--- config.mk ---
export PLATFORM = sky130hd
export DESIGN_NAME = step_input_ctrl_flat
export DESIGN_NICKNAME = d
export VERILOG_FILES = /design/src/rtl/step_input_ctrl_if.sv /design/src/rtl/step_input_ctrl.sv /design/src/flat_wrapper.sv
export SDC_FILE = /design/constraint.sdc
export NUM_CORES = 1
export LEC_CHECK = 0
export ABC_AREA = 1
export BUFFER_PORTS_ARGS = -buffer_cell sky130_fd_sc_hd__buf_2
export CORE_MARGIN = 2
export CORE_UTILIZATION = 50
export CTS_CLUSTER_DIAMETER = 60
export DETAILED_ROUTE_END_ITERATION = 8
export PLACE_DENSITY = 0.68
export SYNTH_ARGS = -nofsm -noshare
export SYNTH_HDL_FRONTEND = slang
export SYNTH_SLANG_ARGS = --single-unit
--- constraint.sdc ---
create_clock -name clk -period 2.7 [get_ports clk]
set_input_delay 0.135 -clock clk [delete_from_list [all_inputs] [get_ports clk]]
set_output_delay 0.135 -clock clk [all_outputs]
set_load 0.02 [all_outputs]
--- src/rtl/step_input_ctrl_if.sv ---
// step_input_ctrl_if
//   Bundles the pushbutton inputs and command-pulse outputs of the step
//   sequencer front end.
//
//   Signal semantics: there is no valid/ready handshake on this bus. The
//   btn_* lines are raw, asynchronous and may bounce. Each go_left / go_right
//   / srst assertion is a one-cycle command that the consumer must accept
//   in the cycle it is high. There is no backpressure.
//
//   Signals:
//     btn_left, btn_right, btn_clear : raw buttons (master -> slave)
//     go_left, go_right, srst        : one-cycle pulses (slave -> master)
//
//   Modports:
//     master : the button/sequencer side (drives buttons, sees pulses)
//     slave  : the step_input_ctrl block
interface step_input_ctrl_if;
  logic btn_left;
  logic btn_right;
  logic btn_clear;
  logic go_left;
  logic go_right;
  logic srst;

  modport master (
    output btn_left,
    output btn_right,
    output btn_clear,
    input  go_left,
    input  go_right,
    input  srst
  );

  modport slave (
    input  btn_left,
    input  btn_right,
    input  btn_clear,
    output go_left,
    output go_right,
    output srst
  );
endinterface

--- src/rtl/step_input_ctrl.sv ---
// step_input_ctrl
//   Pushbutton front end for the step sequencer. Each raw button goes through
//   a 2-flop synchronizer and a counter debouncer. The debounced clear button
//   produces one srst pulse per press. The debounced direction buttons drive a
//   shared FSM that pulses go_left / go_right once on press, then auto-repeats
//   while the button is held. It locks out all direction pulses whenever both
//   directions are pressed, or a direction is pressed together with clear.
//
//   Parameters:
//     DEBOUNCE_CYCLES : cycles of disagreement needed to flip a debounced level (>= 1)
//     REPEAT_DELAY    : cycles from the first pulse to the first repeat (0 = no repeat)
//     REPEAT_PERIOD   : cycles between later repeats (>= 1)
//
//   Ports:
//     clk       : system clock, rising edge
//     rst       : asynchronous active-low reset
//     bus       : step_input_ctrl_if.slave (raw buttons in, command pulses out)
//     state_dbg : FSM state (0 IDLE, 1 HOLD_DELAY, 2 HOLD_REPEAT, 3 LOCKED)
module step_input_ctrl #(
  parameter int DEBOUNCE_CYCLES = 16,
  parameter int REPEAT_DELAY    = 32,
  parameter int REPEAT_PERIOD   = 8
) (
  input  logic              clk,
  input  logic              rst,
  step_input_ctrl_if.slave  bus,
  output logic [1:0]        state_dbg
);

  // A counter of $clog2(N) bits reaches N-1. Clamp to 1 bit so that
  // parameter values of 0 or 1 still give a legal vector.
  localparam int CW_RAW = $clog2(DEBOUNCE_CYCLES);
  localparam int CW     = (CW_RAW < 1) ? 1 : CW_RAW;
  localparam int TD_RAW = $clog2(REPEAT_DELAY);
  localparam int TP_RAW = $clog2(REPEAT_PERIOD);
  localparam int TW_MAX = (TD_RAW > TP_RAW) ? TD_RAW : TP_RAW;
  localparam int TW     = (TW_MAX < 1) ? 1 : TW_MAX;

  localparam logic [CW-1:0] DB_LAST     = CW'(DEBOUNCE_CYCLES - 1);
  localparam logic [TW-1:0] DELAY_LAST  = TW'((REPEAT_DELAY == 0) ? 0 : REPEAT_DELAY - 1);
  localparam logic [TW-1:0] PERIOD_LAST = TW'(REPEAT_PERIOD - 1);
  localparam logic [TW-1:0] TIMER_MAX   = '1;

  localparam int B_LEFT  = 0;
  localparam int B_RIGHT = 1;
  localparam int B_CLEAR = 2;

  typedef enum logic [1:0] {
    IDLE        = 2'd0,
    HOLD_DELAY  = 2'd1,
    HOLD_REPEAT = 2'd2,
    LOCKED      = 2'd3
  } state_t;

  logic [2:0]    raw;
  logic [2:0]    sync_a;
  logic [2:0]    sync_b;
  logic [2:0]    db;
  logic [CW-1:0] cnt [3];
  logic          db_clear_q;
  logic          srst_q;

  state_t        state;
  logic          dir;        // 0 = left, 1 = right
  logic [TW-1:0] timer;
  logic          go_left_q;
  logic          go_right_q;

  logic db_left;
  logic db_right;
  logic db_clear;
  logic db_dir;
  logic db_opp;

  assign raw = {bus.btn_clear, bus.btn_right, bus.btn_left};

  assign db_left  = db[B_LEFT];
  assign db_right = db[B_RIGHT];
  assign db_clear = db[B_CLEAR];

  // Level of the latched direction and of the other direction.
  assign db_dir = dir ? db_right : db_left;
  assign db_opp = dir ? db_left  : db_right;

  // Synchronizers and debouncers, one lane per button.
  always_ff @(posedge clk or negedge rst) begin
    if (!rst) begin
      sync_a <= '0;
      sync_b <= '0;
      db     <= '0;
      for (int i = 0; i < 3; i++) begin
        cnt[i] <= '0;
      end
    end else begin
      sync_a <= raw;
      sync_b <= sync_a;
      for (int i = 0; i < 3; i++) begin
        if (sync_b[i] == db[i]) begin
          cnt[i] <= '0;
        end else if (cnt[i] == DB_LAST) begin
          db[i]  <= sync_b[i];
          cnt[i] <= '0;
        end else begin
          cnt[i] <= cnt[i] + CW'(1);
        end
      end
    end
  end

  // Clear: rising edge of the debounced level. It does not depend on the FSM.
  always_ff @(posedge clk or negedge rst) begin
    if (!rst) begin
      db_clear_q <= 1'b0;
      srst_q     <= 1'b0;
    end else begin
      db_clear_q <= db_clear;
      srst_q     <= db_clear & ~db_clear_q;
    end
  end

  // Direction FSM. Within each hold state the branch order makes release win
  // over lock, and lock win over timer expiry. A release in the same cycle as
  // an expiry therefore produces no pulse.
  always_ff @(posedge clk or negedge rst) begin
    if (!rst) begin
      state      <= IDLE;
      dir        <= 1'b0;
      timer      <= '0;
      go_left_q  <= 1'b0;
      go_right_q <= 1'b0;
    end else begin
      go_left_q  <= 1'b0;
      go_right_q <= 1'b0;
      case (state)
        IDLE: begin
          if ((db_left ^ db_right) && !db_clear) begin
            dir        <= db_right;
            go_left_q  <= db_left;
            go_right_q <= db_right;
            timer      <= '0;
            state      <= HOLD_DELAY;
          end else if (db_left || db_right) begin
            state <= LOCKED;
          end
        end
        HOLD_DELAY: begin
          if (!db_dir) begin
            state <= IDLE;
          end else if (db_opp || db_clear) begin
            state <= LOCKED;
          end else if ((REPEAT_DELAY != 0) && (timer == DELAY_LAST)) begin
            go_left_q  <= ~dir;
            go_right_q <= dir;
            timer      <= '0;
            state      <= HOLD_REPEAT;
          end else if (timer != TIMER_MAX) begin
            // With repeat disabled the timer just parks at its maximum.
            timer <= timer + TW'(1);
          end
        end
        HOLD_REPEAT: begin
          if (!db_dir) begin
            state <= IDLE;
          end else if (db_opp || db_clear) begin
            state <= LOCKED;
          end else if (timer == PERIOD_LAST) begin
            go_left_q  <= ~dir;
            go_right_q <= dir;
            timer      <= '0;
          end else begin
            timer <= timer + TW'(1);
          end
        end
        LOCKED: begin
          if (!(db_left || db_right || db_clear)) begin
            state <= IDLE;
          end
        end
        default: state <= IDLE;
      endcase
    end
  end

  assign bus.go_left  = go_left_q;
  assign bus.go_right = go_right_q;
  assign bus.srst     = srst_q;
  assign state_dbg    = state;

endmodule

--- src/flat_wrapper.sv ---
// flat-port wrapper written by rule: the top's interface ports become plain ports
module step_input_ctrl_flat 
#(
  parameter int DEBOUNCE_CYCLES = 16,
  parameter int REPEAT_DELAY    = 32,
  parameter int REPEAT_PERIOD   = 8
)
  (clk, rst, state_dbg, bus_btn_left, bus_btn_right, bus_btn_clear, bus_go_left, bus_go_right, bus_srst);
  step_input_ctrl_if bus_i ();
  input  logic clk;
  input  logic rst;
  output logic [1:0] state_dbg;
  input wire logic [$bits(bus_i.btn_left)-1:0] bus_btn_left;
  input wire logic [$bits(bus_i.btn_right)-1:0] bus_btn_right;
  input wire logic [$bits(bus_i.btn_clear)-1:0] bus_btn_clear;
  output wire logic [$bits(bus_i.go_left)-1:0] bus_go_left;
  output wire logic [$bits(bus_i.go_right)-1:0] bus_go_right;
  output wire logic [$bits(bus_i.srst)-1:0] bus_srst;
  assign bus_i.btn_left = bus_btn_left;
  assign bus_i.btn_right = bus_btn_right;
  assign bus_i.btn_clear = bus_btn_clear;
  assign bus_go_left = bus_i.go_left;
  assign bus_go_right = bus_i.go_right;
  assign bus_srst = bus_i.srst;
  step_input_ctrl #(.DEBOUNCE_CYCLES(DEBOUNCE_CYCLES), .REPEAT_DELAY(REPEAT_DELAY), .REPEAT_PERIOD(REPEAT_PERIOD)) u_core (.clk(clk), .rst(rst), .bus(bus_i), .state_dbg(state_dbg));
endmodule
After elaboration in Yosys (flattened, before gate mapping)
Cells that the tools add are included.

word-level totals
  register bits after elaboration = 33
  memory bits (read-only) = 0
  bits in writable memories = 0
  memories kept = 0
  input port bits = 5
  output and inout port bits = 5
  latch bits = 0

cells by class
  shifts and indexed selects = 0
  equal/unequal tests = 22
  bitwise operators = 7
  reduce and logical (&&, ||, !) cells = 13
  magnitude comparators = 0
  div/mod/pow operators = 0
  add/sub/neg operators = 4
  multiply operators = 0
  mux-type cells = 42

operators by type and width
  kind                                                  number
  two-way mux 5 bit                                     8
  two-way mux 4 bit                                     6
  two-way mux 1 bit                                     16
  two-way mux 2 bit                                     8
  one-hot mux 5 bit (3 select lines)                    1
  adder 4 x 1 -> 4 bit (second input constant)          3
  equality test 4 bit (second input constant)           3
  one-hot mux 2 bit (4 select lines)                    1
  AND reduction 2 bit                                   4
  AND reduction 7 bit                                   1
  != test 2 x 1 -> 1 bit (second input constant)        3
  != test 2 bit (second input constant)                 3
  != test 3 x 1 -> 1 bit (second input constant)        2
  one-hot mux 1 bit (3 select lines)                    2
  adder 5 x 1 -> 5 bit (second input constant)          1
  equality test 5 x 3 -> 1 bit (second input constant)  1
  equality test 5 bit (second input constant)           1
  != test 5 bit (second input constant)                 1
  inverter 1 bit                                        5
  equality test 2 bit (second input constant)           2
  != test 4 bit (second input constant)                 1
  AND reduction 4 bit                                   1
  equality test 1 bit                                   3
  logical OR 1 bit                                      3
  8 further kinds                                       8

Longest topological paths before layout
  depth after elaboration = 6
  mapped depth = 12
  gate-level depth less buffers = 12

Least setup slack after synthesis
No wires, ideal clock.

  path type = register to register
  start = reg u_core.timer[0]
  end = reg u_core.state[0], in the netlist u_core.state_dbg[0]
  path slack = 1.187 ns
  stages on the path, launching flop included = 13
  library setup time = 0.117 ns
  period minus slack after synthesis = 1.513 ns
  arrival time = 1.396 ns
  data required time = 2.583 ns
  path through = dfrtp_1 ha_1 nand2_1 nor2_1 ha_1 inv_1 nand2_1 nand2_1 nand3_1 nand2_1 inv_2 nand2_1 nand2_1

between the ends
  cells in the longest elaborated chain, start to end = 3

ends and longest elaborated chain
  item                                  line                    RTL
  from (decl)                           step_input_ctrl.sv:65   logic [TW-1:0] timer;
  from (signal assigned)                step_input_ctrl.sv:158  timer <= timer + TW'(1);
  from (signal assigned)                step_input_ctrl.sv:171  timer <= timer + TW'(1);
  equality test 5 bit                   step_input_ctrl.sv:151  end else if ((REPEAT_DELAY != 0) && (timer == DELAY_LAST)) begin
  != test 4 bit (no source line)        -
  AND reduction 4 bit (no source line)  -
  to (signal assigned)                  step_input_ctrl.sv:148  state <= IDLE;
  to (signal assigned)                  step_input_ctrl.sv:150  state <= LOCKED;
  to (signal assigned)                  step_input_ctrl.sv:155  state <= HOLD_REPEAT;
  to (decl)                             step_input_ctrl.sv:63   state_t state;

Every way passes these cells.
A chain may end at the register's enable or synchronous reset.

Worst setup path in the final report
  start = reg u_core.timer[0]
  end = reg u_core.state[1], in the netlist u_core.state_dbg[1]

The elaborated chain is that of the path after synthesis.

==> results.tsv <==
stage	metric	value	unit
status	status	finished, final reports clean	
clock_network	clk buf depth	2	
pwr	register share of total power	44.3	%
pwr	switching power	0.0004859	W
yosys	Synth warnings	0	
yosys	register bit total from synthesis	33	
pwr	peak supply drop	0.3960	mV
yosys	register area share after synthesis	50.73	%
global_route	initial antenna violation count	0	
worst_setup_path	crit-path max cell delay	0.42	ns
worst_setup_path	flop2flop setup slack	1.0	ns
clock_network	Clock Tree Root	clkbuf_4	
yosys	post-synthesis cell area	1628	sq um
placed_design	DP Wirelength	2.090	mm
cells_and_area	layout cell share with drive strength beyond 1	14.15	%
timing	RSZ-0062 raised after global routing	no	
placed_design	Cell Area, Placed	1728	sq um
global_route	global-route wire length before repair	4.857	mm
yosys	distinct cell type count after synthesis	19	
floorplanning	Core ar.	3078	sq um
yosys	Avg Cell Area, Syn	8.799	sq um
floorplanning	Die Y	61.06	microns
floorplanning	Die W	61.06	microns
clock_network	latest clock arrival within the worst-skew pair	0.32	ns
global_route	largest net degree at the start of global routing	34	
route	number of remaining DRC errors	0	
timing	max-slew violations	0	
worst_setup_path	reg-to-reg startpoint	u_core.timer[0]	
cells_and_area	n_diodes	0	
cells_and_area	commonest non-fill, non-tap cell in the layout	nand2_1	
timing	fmax	0.5867	GHz
global_route	number of global-route vias before repair	1175	
cells_and_area	final design area excluding fillers	1827	sq um
timing	Worst-Margin Slew	0.7181	ns
pwr	Internal	0.0008084	W
clock_network	CTS clk-pin slew, worst paths	0.09	ns
route	WL/cell	10.91	microns
route	initial drt markers	44	
cells_and_area	Final nets	221	
timing	Final period util	63.13	%
cells_and_area	fin util	59.35	%
worst_hold_path	HP Class	flip-flop to flip-flop	
floorplanning	# rows	20	
route	final WL	2.717	mm
route	Routed Antenna Nets	0	
worst_setup_path	Slowest-stage cell, CP	dfrtp_1	
timing	Fin Clk Skew	0.002351	ns
timing	Final Hold Viols	0	
worst_setup_path	Crit Path Class	flip-flop to flip-flop	
placed_design	GP Congestion	0.8944	
worst_setup_path	Crit path max-delay family	simple AND/OR/NAND/NOR gates	
pwr	Leak	0.9565	nW
global_route	global route total overflow	0	
worst_setup_path	critical path arrival	1.93	ns
worst_setup_path	crit path launch type	flip-flop	
floorplanning	initial cell density of the core	52.89	%
cells_and_area	Area growth, synth to finish	12.22	%
route	DR vias	1191	
worst_setup_path	CP cell instances	ha_1, nand2_1, nor2_1, ha_1, inv_1, nand2_1, nand2_1, nand3_1, nand2_1, inv_2, nand2_1, nand2_1	
worst_setup_path	CP Max Fanout	4	
clock_network	Inserted Clock Buffers	5	
placed_design	# port buffers	9	
yosys	post-synthesis cell count	185	
worst_setup_path	most frequent CP cell	nand2_1	
job	Max Cap Viol	0	
worst_hold_path	WHS Path Cells	0	
clock_network	CTS tree	built	
yosys	Net Count, Synth	201	
pwr	logic gate share of total power	34.4	%
worst_hold_path	Hold Path End	u_core.sync_b[1]	
pwr	clock share of power	21.2	%
clock_network	CTS Sinks	33	
worst_setup_path	Worst Path Required	2.92	ns
worst_setup_path	Reg2Reg Depth	12	
clock_network	Hold Buf Count CTS	4	
worst_setup_path	reg2reg end	u_core.state_dbg[1]	
pwr	Sw Share	37.54	%
timing	fin crit period	1.704	ns
pwr	PwrDens	708.5	nW/um^2
clock_network	H-tree levels	2	
clock_network	Post-CTS Resized	0	
global_route	gr usage total	18.20	%
clock_network	Setup Fix Bufs, Post-CTS	0	
worst_hold_path	hold path startpoint	u_core.sync_a[1]	
cells_and_area	most frequent cells in the layout	50 x nand2_1, 33 x dfrtp_1, 24 x nor2_1	
floorplanning	I/O Pins	10	
timing	TNS Setup	0	ns
worst_setup_path	CP Capture Type	flip-flop	
floorplanning	Die Area	3728	sq um
timing	relative max-transition margin	52.13	%
worst_setup_path	CP Buf/Inv Count	2	
route	Vias/cell	4.783	
cells_and_area	fill cell count	273	
timing	final hold slack	0.3565	ns
timing	Setup Viol. Count Final	0	
route	DRT Pass-1 Iters	4	
[logic make-up after synthesis]
kind of cell	synth area share, %
simple gates	25.06
flops	50.73
buf+inv	5.765
compound gates	4.612
fa+ha+maj	8.455
xor+xnor	5.380
[area by class of cell]
type	instances	area, sq um	area share, %
multi-input cells	127	708.2	38.77
well taps	44	55.05	3.014
repair buffers	13	85.08	4.658
inverters	25	93.84	5.137
flip-flops and latches	33	825.8	45.21
clock inverters	1	7.507	0.4110
clock buffers	6	51.30	2.808
[synth_stat cells]
library cell	count	area, sq um
ha_1	11	137.6
nor2_2	1	6.260
nor3_2	1	10.01
dfrtp_1	33	825.8
nand3_1	11	55.05
inv_1	21	78.83
nand2_4	2	22.52
nor2_4	1	11.26
a21oi_4	1	16.27
xor2_1	4	35.03
nand4_1	1	6.260
inv_2	4	15.01
nor2_1	24	90.09
nand2_1	50	187.7
xnor2_1	6	52.55
o21ai_2	1	8.760
a21oi_1	10	50.05
and2_1	1	6.260
nand2_2	2	12.51
[power by group through the flow]
| stage | sequential [W] | combinational, W | clock, W |
|---|---|---|---|
| CTS | 0.000574 | 0.000447 | 0.000291 |
| finish | 0.000574 | 0.000446 | 0.000275 |
| global placement | 0.000580 | 0.000431 | 0 |
| detailed placement | 0.000583 | 0.000441 | 0 |
| floorplan | 0.000593 | 0.000326 | 0 |
| global route | 0.000580 | 0.000512 | 0.000317 |
[registers in the layout, summed over array words and instances, names as in the netlist]
register and cells:
u_core.bus.go_left 1, u_core.state_dbg 2, u_core.bus.srst 1, u_core.timer 5
u_core.cnt 12, u_core.bus.go_right 1, u_core.sync_a 3, u_core.db_clear_q 1
u_core.sync_b 3, u_core.dir 1, u_core.db 3
[worst max-delay path by stage]
stage | startpoint | endpoint | slack, ns | cells after the start
after CTS | u_core.timer[0] | u_core.state_dbg[1] | 1.0 | 12
after global routing | u_core.timer[0] | u_core.state_dbg[0] | 0.84 | 12
final | u_core.timer[0] | u_core.state_dbg[1] | 1.0 | 12
after floorplan | u_core.timer[0] | u_core.state_dbg[0] | 1.19 | 12
after global placement | u_core.timer[0] | u_core.state_dbg[0] | 1.12 | 12
after detailed placement | u_core.timer[0] | u_core.state_dbg[1] | 1.02 | 12
[metrics by stage]
step	setup WS [ns]	std cells	total power (W)
floorplan	1.187	185	0.0009194
global placement	1.118	238	0.001011
detailed placement	1.022	238	0.001024
CTS	0.9965	249	0.001311
global route	0.8379	249	0.001409
finish	0.9956	249	0.001294
[metal layers]
metal	wire, microns	up-vias	global-route usage (%)	part of all wire (%)
li1	-	610	-	-
met1	1203	560	20.67	44
met2	1392	17	31.31	51
met3	96	4	5.882	3.5
met4	25	0	8.075	0.92
met5	0	-	0	0
Power figures use the tool's default switching activity.
